==> src/rtl/cpu_ctrl_pkg.sv <==
// Shared encodings for the R-type sequencer: FSM states, ALU op codes, FUNCT values.
package cpu_ctrl_pkg;

    typedef enum logic [2:0] {
        ST_IDLE   = 3'd0,
        ST_FETCH  = 3'd1,
        ST_DECODE = 3'd2,
        ST_EXEC   = 3'd3,
        ST_WB     = 3'd4,
        ST_HALT   = 3'd5
    } state_e;

    // ALU operation select, shared with the ALU
    localparam logic [3:0] ALU_ADD  = 4'd0;
    localparam logic [3:0] ALU_ADDU = 4'd1;
    localparam logic [3:0] ALU_SUB  = 4'd2;
    localparam logic [3:0] ALU_SUBU = 4'd3;
    localparam logic [3:0] ALU_AND  = 4'd4;
    localparam logic [3:0] ALU_OR   = 4'd5;
    localparam logic [3:0] ALU_XOR  = 4'd6;
    localparam logic [3:0] ALU_NOR  = 4'd7;
    localparam logic [3:0] ALU_SLT  = 4'd8;
    localparam logic [3:0] ALU_SLTU = 4'd9;
    localparam logic [3:0] ALU_SLL  = 4'd10;
    localparam logic [3:0] ALU_SRL  = 4'd11;
    localparam logic [3:0] ALU_SRA  = 4'd12;

    localparam logic [5:0] OP_RTYPE = 6'h00;

    localparam logic [5:0] FN_ADD  = 6'h20;
    localparam logic [5:0] FN_ADDU = 6'h21;
    localparam logic [5:0] FN_SUB  = 6'h22;
    localparam logic [5:0] FN_SUBU = 6'h23;
    localparam logic [5:0] FN_AND  = 6'h24;
    localparam logic [5:0] FN_OR   = 6'h25;
    localparam logic [5:0] FN_XOR  = 6'h26;
    localparam logic [5:0] FN_NOR  = 6'h27;
    localparam logic [5:0] FN_SLT  = 6'h2A;
    localparam logic [5:0] FN_SLTU = 6'h2B;
    localparam logic [5:0] FN_SLL  = 6'h00;
    localparam logic [5:0] FN_SRL  = 6'h02;
    localparam logic [5:0] FN_SRA  = 6'h03;

endpackage

==> src/rtl/rtype_decode.sv <==
// Combinational R-type decoder: FUNCT to ALU op, legality, and signed-overflow trap class.
module rtype_decode
    import cpu_ctrl_pkg::*;
(
    input  logic [5:0] opcode_i,
    input  logic [5:0] funct_i,
    output logic [3:0] alu_op_o,
    output logic       legal_o,
    output logic       signed_ovf_o
);

    logic fn_ok;

    always_comb begin
        alu_op_o = ALU_ADD;
        fn_ok    = 1'b1;
        case (funct_i)
            FN_ADD:  alu_op_o = ALU_ADD;
            FN_ADDU: alu_op_o = ALU_ADDU;
            FN_SUB:  alu_op_o = ALU_SUB;
            FN_SUBU: alu_op_o = ALU_SUBU;
            FN_AND:  alu_op_o = ALU_AND;
            FN_OR:   alu_op_o = ALU_OR;
            FN_XOR:  alu_op_o = ALU_XOR;
            FN_NOR:  alu_op_o = ALU_NOR;
            FN_SLT:  alu_op_o = ALU_SLT;
            FN_SLTU: alu_op_o = ALU_SLTU;
            FN_SLL:  alu_op_o = ALU_SLL;
            FN_SRL:  alu_op_o = ALU_SRL;
            FN_SRA:  alu_op_o = ALU_SRA;
            default: fn_ok    = 1'b0;
        endcase
    end

    assign legal_o      = (opcode_i == OP_RTYPE) && fn_ok;
    // Only the trapping signed forms suppress the register write on overflow
    assign signed_ovf_o = legal_o && ((funct_i == FN_ADD) || (funct_i == FN_SUB));

endmodule

==> src/rtl/cpu_seq_ctrl.sv <==
// Multicycle FETCH/DECODE/EXEC/WB sequencer with free-run/single-step control,
// sticky illegal-instruction halt and a wrapping retired-instruction counter.
module cpu_seq_ctrl
    import cpu_ctrl_pkg::*;
#(
    parameter int CNT_W = 16
) (
    input  logic             CLK,
    input  logic             RST,
    input  logic             RUN,
    input  logic             STEP,
    input  logic [5:0]       OPCODE,
    input  logic [5:0]       FUNCT,
    input  logic             ALU_ZF,
    input  logic             ALU_OF,
    output logic             IR_WE,
    output logic             PC_WE,
    output logic             RF_WE,
    output logic             FLAG_WE,
    output logic [3:0]       ALU_OP,
    output logic             BUSY,
    output logic             ILLEGAL,
    output logic [2:0]       STATE,
    output logic [CNT_W-1:0] INSTR_CNT
);

    state_e             state_q, state_d;
    logic               step_q;
    logic               of_q;
    logic               trap_q;
    logic               illegal_q;
    logic [3:0]         alu_op_q;
    logic [CNT_W-1:0]   cnt_q;

    logic               step_edge;
    logic [3:0]         dec_op;
    logic               dec_legal;
    logic               dec_sovf;

    // Zero flag goes straight to the flag register; sequencing never looks at it
    logic               unused_zf;
    assign unused_zf = ALU_ZF;

    rtype_decode u_dec (
        .opcode_i     (OPCODE),
        .funct_i      (FUNCT),
        .alu_op_o     (dec_op),
        .legal_o      (dec_legal),
        .signed_ovf_o (dec_sovf)
    );

    assign step_edge = STEP & ~step_q;

    always_ff @(posedge CLK or negedge RST) begin
        if (!RST) begin
            state_q   <= ST_IDLE;
            step_q    <= 1'b0;
            of_q      <= 1'b0;
            trap_q    <= 1'b0;
            illegal_q <= 1'b0;
            alu_op_q  <= ALU_ADD;
            cnt_q     <= '0;
        end else begin
            state_q <= state_d;
            step_q  <= STEP;
            if (state_q == ST_DECODE) begin
                alu_op_q <= dec_op;
                trap_q   <= dec_sovf;
                if (!dec_legal) illegal_q <= 1'b1;
            end
            if (state_q == ST_EXEC) of_q <= ALU_OF;
            if (state_q == ST_WB)   cnt_q <= cnt_q + CNT_W'(1);
        end
    end

    always_comb begin
        state_d = state_q;
        case (state_q)
            ST_IDLE:   if (RUN || step_edge) state_d = ST_FETCH;
            ST_FETCH:  state_d = ST_DECODE;
            ST_DECODE: state_d = dec_legal ? ST_EXEC : ST_HALT;
            ST_EXEC:   state_d = ST_WB;
            ST_WB:     state_d = RUN ? ST_FETCH : ST_IDLE;
            ST_HALT:   state_d = ST_HALT;
            default:   state_d = ST_IDLE;
        endcase
    end

    always_comb begin
        IR_WE   = 1'b0;
        PC_WE   = 1'b0;
        RF_WE   = 1'b0;
        FLAG_WE = 1'b0;
        BUSY    = 1'b1;
        case (state_q)
            ST_FETCH: IR_WE   = 1'b1;
            ST_EXEC:  FLAG_WE = 1'b1;
            ST_WB: begin
                PC_WE = 1'b1;
                RF_WE = ~(trap_q & of_q);
            end
            ST_IDLE, ST_HALT: BUSY = 1'b0;
            default: ;
        endcase
    end

    assign ALU_OP    = alu_op_q;
    assign ILLEGAL   = illegal_q;
    assign STATE     = state_q;
    assign INSTR_CNT = cnt_q;

endmodule

==> config.mk <==
export PLATFORM = sky130hd
export DESIGN_NAME = cpu_seq_ctrl
export DESIGN_NICKNAME = d
export VERILOG_FILES = /design/src/rtl/cpu_ctrl_pkg.sv /design/src/rtl/rtype_decode.sv /design/src/rtl/cpu_seq_ctrl.sv
export SDC_FILE = /design/constraint.sdc
export NUM_CORES = 1
export LEC_CHECK = 0
export BUFFER_PORTS_ARGS = -buffer_cell sky130_fd_sc_hd__clkbuf_2
export CORE_UTILIZATION = 35
export CTS_CLUSTER_DIAMETER = 60
export DETAILED_ROUTE_END_ITERATION = 12
export PLACE_DENSITY = 0.71
export SYNTH_ARGS = -nofsm -noshare
export SYNTH_HDL_FRONTEND = slang
export SYNTH_SLANG_ARGS = --single-unit
==> constraint.sdc <==
create_clock -name CLK -period 1.7 [get_ports CLK]
set_clock_uncertainty 0.05 [all_clocks]
set_input_delay 0.17 -clock CLK [delete_from_list [all_inputs] [get_ports CLK]]
set_output_delay 0.17 -clock CLK [all_outputs]
set_load 0.005 [all_outputs]
==> metrics, run 1 <==
final hold vios 0; core box area 3442 sq um; Total GRT Usage 15.43%; CP Max Fanout 3; met1 Use GR 18.69%; Max-slew headroom 55.03%; Post-Synthesis Cells 123; Die ar. 3973 sq um; height of the die 63.03 um; via density per instance 4.960; starting DRC count in detailed routing 36; Clock Tree Root clkbuf_8; met2 Resource Use GR 27.42%; worst hold path type primary input to register; WS Path Type register to output pin; io pins 47; number of global-route vias before repair 1,122; layout cells sized above 1 35.56%; Startpoint Class register; clock latency on the worst-skew pair 0.27 ns; P_int 1.457 mW; Via Count 1,121; total gr overflow 0; n_diodes 0; Synth-to-Final Area Change 31.48%; CTS clk-pin slew, worst paths 0.09 ns; commonest non-fill, non-tap cells in the layout clkbuf_2, dfrtp_1, xnor2_1; syn_nets 142; PwrDens 1282 nW/um^2; Tmin final 1.636 ns; Filler Cell Count 328; GRT met3 Usage 2.190%; Die Wd 63.03 um; sequential share of the synthesized area 51.82%; Mapped Area 1304 sq um; row count 21; PortBufs 45; most crowded layer after global routing met2; Critical Path AT 1.42 ns; Wirelength per Cell 12.70 um; commonest non-fill, non-tap cell in the layout clkbuf_2; CP Capture Type output pin; Worst EP required 1.48 ns; CTS tree built; ANT nets after route 0; global-route wire length before repair 4885 um; Yosys warnings 0; clock sinks 27; Final Wtd Congestion 0.8064; outcome completed; largest net degree at the start of global routing 28; Hold Worst Slack 0.06816 ns; Starting Density 37.88%; post-synthesis register bit count 27; worst-margin pin slew 0.6745 ns; sw frac 33.70%; initial antenna violation count 0; max-slew violations 0; final setup violation count 0; Clock power frac 16.8%; Clock Path Buffers 2; sequential share of power 44.1%; Final nets 200; Cell variety after synth 36; Pleak 0.8269 nW; CTS HTree Levels 1; CTS Buf Count 3; ratio of final minimum period to clock period 96.24%; fmax 611.2 MHz; RSZ-0062 raised after global routing no; Gate power share 39.1%; WL final 2870 um; drc violations 0; NetSw 0.7403 mW; DPL Wire Length 2173 um; drt first pass iters 4; max-cap violations 0; setup TNS 0 ns; Peak VDD IR 0.5575 mV; Avg Cell Area, Syn 10.60 sq um
## repair_timing
action	in CTS	in global routing
setup buffers	2	2
endpoints found under the hold margin	28	0
hold buffers	2	0
pin swaps	0	1
setup endpoints to repair	2	4
resized for setup	2	3
## power groups by stage
stage                     sequential [mW]  combinational [mW]  clock (mW)
after floorplan                     0.969               0.386           0
after global placement              0.963               0.743           0
after global routing                 1.00               0.946       0.408
final                               0.970               0.858       0.369
after CTS                           0.971               0.816       0.384
after detailed placement            0.980               0.771           0
## synthesized netlist by cell type
cell       instances  share of area, %
a21boi_0           1              0.58
ha_1               1              0.96
nand2b_1           4               1.9
a22o_1             1              0.67
o41ai_1            1              0.67
dfrtp_1           27                52
buf_2              2              0.77
nand2_1           11               3.2
and2_1             2              0.96
o32a_1             1              0.77
a21oi_1            2              0.77
nor3b_4            1               1.4
and2b_1            2               1.2
nand4_1            5               2.4
o31ai_1            1              0.58
nor2_1             6               1.7
nor2b_1            3               1.4
nor3_2             1              0.77
o21ai_0            4               1.5
a31oi_1            1              0.48
xnor2_1           13               8.7
inv_1              2              0.58
o22ai_1            1              0.48
xor2_1             3               2.0
nor3_1             3               1.2
a21o_1             1              0.58
nand3_1            8               3.1
and3_1             3               1.4
or3_1              2              0.96
nor4_1             2              0.96
buf_4              2               1.2
a22oi_1            1              0.58
and4_1             1              0.67
o32ai_1            1              0.67
mux2_2             2               1.7
a2111oi_0          1              0.67
## worst max-delay path, stage by stage, from the launching register on
cell and delay (ns):
dfrtp_1 0.43, buf_6 0.13, and2b_1 0.16, or3_1 0.30, clkbuf_2 0.12
## final cells by class
type	instances	area, sq um	share of cell area [%]
clock buffers	4	45.04	2.628
inverters	2	7.507	0.4380
multi-input cells	90	599.3	34.96
flip-flops and latches	27	676.9	39.49
well taps	46	57.56	3.358
repair buffers	57	327.8	19.12
## registers in the layout, indices dropped and copies added (netlist names)
register   count
trap_q         1
of_q           1
step_q         1
STATE          3
INSTR_CNT     16
ALU_OP         4
ILLEGAL        1
## metal layers
metal	wire [um]	share of wire, %
met3	137	4.8
met4	38	1.3
met5	0	0
met1	1321	46
met2	1373	48
## kinds of logic after synthesis
| logic type | synth area share (%) |
|---|---|
| simple gates | 23.22 |
| compound gates | 9.023 |
| flops | 51.82 |
| buf+inv | 2.495 |
| mux | 1.727 |
| xor+xnor | 10.75 |
| fa+ha+maj | 0.9595 |
## metrics by stage
step | power [mW] | setup slack, ns | cells | area, sq um | util [%]
floorplan | 1.355 | 0.1098 | 123 | 1304 | -
global placement | 1.706 | 0.1383 | 216 | 1607 | 46.67
detailed placement | 1.751 | 0.09627 | 216 | 1607 | 46.67
CTS | 2.170 | 0.01053 | 224 | 1692 | 49.15
global route | 2.354 | 0.009339 | 226 | 1714 | 49.80
finish | 2.197 | 0.06392 | 226 | 1714 | 49.80
## worst paths after layout
check	start	end	slack (ns)	cells after the start
worst max-delay path	STATE[0]$_DFFE_PN0P_	BUSY	0.06	4
worst min-delay path	ALU_OF	of_q$_DFFE_PN0P_	0.07	2
worst max register to register	STATE[0]$_DFFE_PN0P_	ALU_OP[2]$_DFFE_PN0N_	0.09	5
worst min register to register	INSTR_CNT[15]$_DFFE_PN0P_	INSTR_CNT[15]$_DFFE_PN0P_	0.44	1
max in group asynchronous	RST	STATE[2]$_DFFE_PN0P_	0.72	2
min in group asynchronous	RST	INSTR_CNT[9]$_DFFE_PN0P_	0.41	2
(Power assumes the default switching activity.)
==> inputs of run 2 (changes only) <==
--- a/config.mk
+++ b/config.mk
@@ -6,6 +6,7 @@
 export NUM_CORES = 1
 export LEC_CHECK = 0
 export BUFFER_PORTS_ARGS = -buffer_cell sky130_fd_sc_hd__clkbuf_2
+export CORE_ASPECT_RATIO = 0.8
 export CORE_UTILIZATION = 35
 export CTS_CLUSTER_DIAMETER = 60
 export DETAILED_ROUTE_END_ITERATION = 12
==> metrics, run 2 (synthesis gave the netlist of run 1 again) <==
Final Wtd Congestion 0.8497 (was 0.8064); global-route wire length before repair 4892 um (was 4885 um); final setup violation count 0 (unchanged); Critical Path AT 1.42 ns (about the same); P_int 1.488 mW (was 1.457 mW); CTS HTree Levels 1 (unchanged); drt first pass iters 4 (unchanged); commonest non-fill, non-tap cells in the layout clkbuf_2, dfrtp_1, xnor2_1 (unchanged); Hold Worst Slack 0.08511 ns (was 0.06816 ns); Clock Path Buffers 2 (unchanged); Hold Crit Depth 2 (unchanged); sw frac 33.57% (was 33.70%); Peak VDD IR 0.8046 mV (was 0.5575 mV); RSZ-0062 raised after global routing yes (was no); PwrDens 1297 nW/um^2 (was 1282 nW/um^2); n_diodes 0 (unchanged); Die ar. 3975 sq um (was 3973 sq um); max-cap violations 0 (unchanged); reg2reg start STATE[2]$_DFFE_PN0P_ (was STATE[0]$_DFFE_PN0P_); starting DRC count in detailed routing 39 (was 36); Seq. cell area 675.6 sq um (was 676.9 sq um); Worst EP required 1.48 ns (about the same); Wirelength per Cell 13.22 um (was 12.70 um); multi-input logic area 603.1 sq um (was 599.3 sq um); CP Capture Type output pin (unchanged); Clock power frac 16.1% (was 16.8%); Total GRT Usage 15.54% (was 15.43%); fmax 611.3 MHz (was 611.2 MHz); io pins 47 (unchanged); core box area 3495 sq um (was 3442 sq um); Max-slew headroom 55.84% (was 55.03%); final hold vios 0 (unchanged); clock latency on the worst-skew pair 0.27 ns (about the same); initial antenna violation count 0 (unchanged); sequential share of power 42.6% (was 44.1%); Hold Crit Start ALU_OF (unchanged); Worst Slack Setup Final 0.06406 ns (was 0.06392 ns); ANT nets after route 0 (unchanged); via density per instance 5.040 (was 4.960); height of the die 56.59 um (was 63.03 um); layout cells sized above 1 36.81% (was 35.56%); Via Count 1,129 (was 1,121); max reg flops 16 (unchanged); max-slew violations 0 (unchanged); WL final 2962 um (was 2870 um); Starting Density 37.31% (was 37.88%); Filler Cell Count 339 (was 328); NetSw 0.7520 mW (was 0.7403 mW); worst hold path type primary input to register (unchanged); Final Non-Filler Cells 224 (was 226); row count 19 (was 21); Gate power share 41.3% (was 39.1%); hold endpoint of_q$_DFFE_PN0P_ (unchanged); CTS tree built (unchanged); Pleak 0.8373 nW (was 0.8269 nW); number of global-route vias before repair 1,040 (was 1,122); clock sinks 27 (unchanged); Worst R2R Path Depth 5 (unchanged); r2r setup slk 0.11 ns (was 0.09 ns); CTS clk-pin slew, worst paths 0.09 ns (about the same); Clock Tree Root clkbuf_8 (unchanged); Final nets 202 (was 200); CTS Buf Count 3 (unchanged); DPL Wire Length 2179 um (was 2173 um); commonest non-fill, non-tap cell in the layout clkbuf_2 (unchanged); largest net degree at the start of global routing 28 (unchanged); PortBufs 45 (unchanged); setup TNS 0 ns (unchanged); Post-Place Worst Slack 0.08957 ns (was 0.09627 ns); outcome completed (unchanged); CP Max Fanout 5 (was 3); ratio of final minimum period to clock period 96.23% (was 96.24%); placed cell count 212 (was 216); Synth-to-Final Area Change 32.44% (was 31.48%); Die Wd 70.24 um (was 63.03 um); WS Path Type register to output pin (unchanged); Tmin final 1.636 ns (about the same); worst-margin pin slew 0.6624 ns (was 0.6745 ns); total gr overflow 0 (unchanged); drc violations 0 (unchanged); Startpoint Class register (unchanged); worst reg2reg endpoint ALU_OP[1]$_DFFE_PN0N_ (was ALU_OP[2]$_DFFE_PN0N_)
==> run 2: cell types whose count changed in the layout (fill, tap and decap cells not counted), sizes merged <==
cell / before / now
buf: 10 / 13
clkbuf: 49 / 48
==> run 2: power groups by stage <==
stage                     clock (mW)  sequential (mW)  combinational [mW]
final                          0.361            0.953               0.925
after global routing           0.404            0.984                1.01
after CTS                      0.376            0.939               0.828
after detailed placement           0            0.961               0.779
after global placement             0            0.945               0.758
after floorplan                    0            0.969               0.386
==> run 2: critical path, stage by stage (launching register included) <==
cell and delay, ns:
dfrtp_1 0.41, buf_6 0.13, and2b_1 0.17, or3_1 0.31, clkbuf_2 0.12
==> run 2: routing by layer <==
| metal | up-vias | part of all wire [%] | global-route usage, % | routed length, um |
|---|---|---|---|---|
| met2 | 40 | 45 | 24.63 | 1345 |
| met4 | 0 | 0 | 0.8571 | 0 |
| met1 | 537 | 49 | 22.26 | 1444 |
| met5 | - | 0 | 0 | 0 |
| met3 | 0 | 5.8 | 4.309 | 173 |
| li1 | 552 | - | - | - |
==> run 2: final cells by class <==
class	count	share of cell area [%]
Tap cell	42	3.043
Clock buffer	4	2.609
Sequential cell	27	39.13
Multi-Input combinational cell	90	34.93
Inverter	2	0.4348
Timing Repair Buffer	59	19.86
==> run 2: repair_timing <==
action	4_1_cts	5_1_grt
buffers inserted	2	4
hold endpoints to repair	28	0
setup endpoints to repair	1	6
resized for setup	0	8
hold buffers	2	0
pin swaps	0	2
==> run 2: worst max-delay path by stage <==
stage                                     from                         to  slack [ns]
after floorplan           STATE[1]$_DFFE_PN0P_  INSTR_CNT[15]$_DFFE_PN0P_        0.11
after global placement                FUNCT[3]       STATE[2]$_DFFE_PN0P_        0.16
after detailed placement              FUNCT[3]       STATE[2]$_DFFE_PN0P_        0.09
after CTS                 STATE[0]$_DFFE_PN0P_                       BUSY        0.01
after global routing      STATE[0]$_DFFE_PN0P_                       BUSY      -0.004
final                     STATE[0]$_DFFE_PN0P_                       BUSY        0.06
==> run 2: per-stage QoR <==
step	cell area, sq um	power, mW	utilization [%]
floorplan	1304	1.355	-
global placement	1602	1.703	45.83
detailed placement	1602	1.740	45.83
CTS	1682	2.144	48.12
global route	1727	2.398	49.41
finish	1727	2.240	49.41
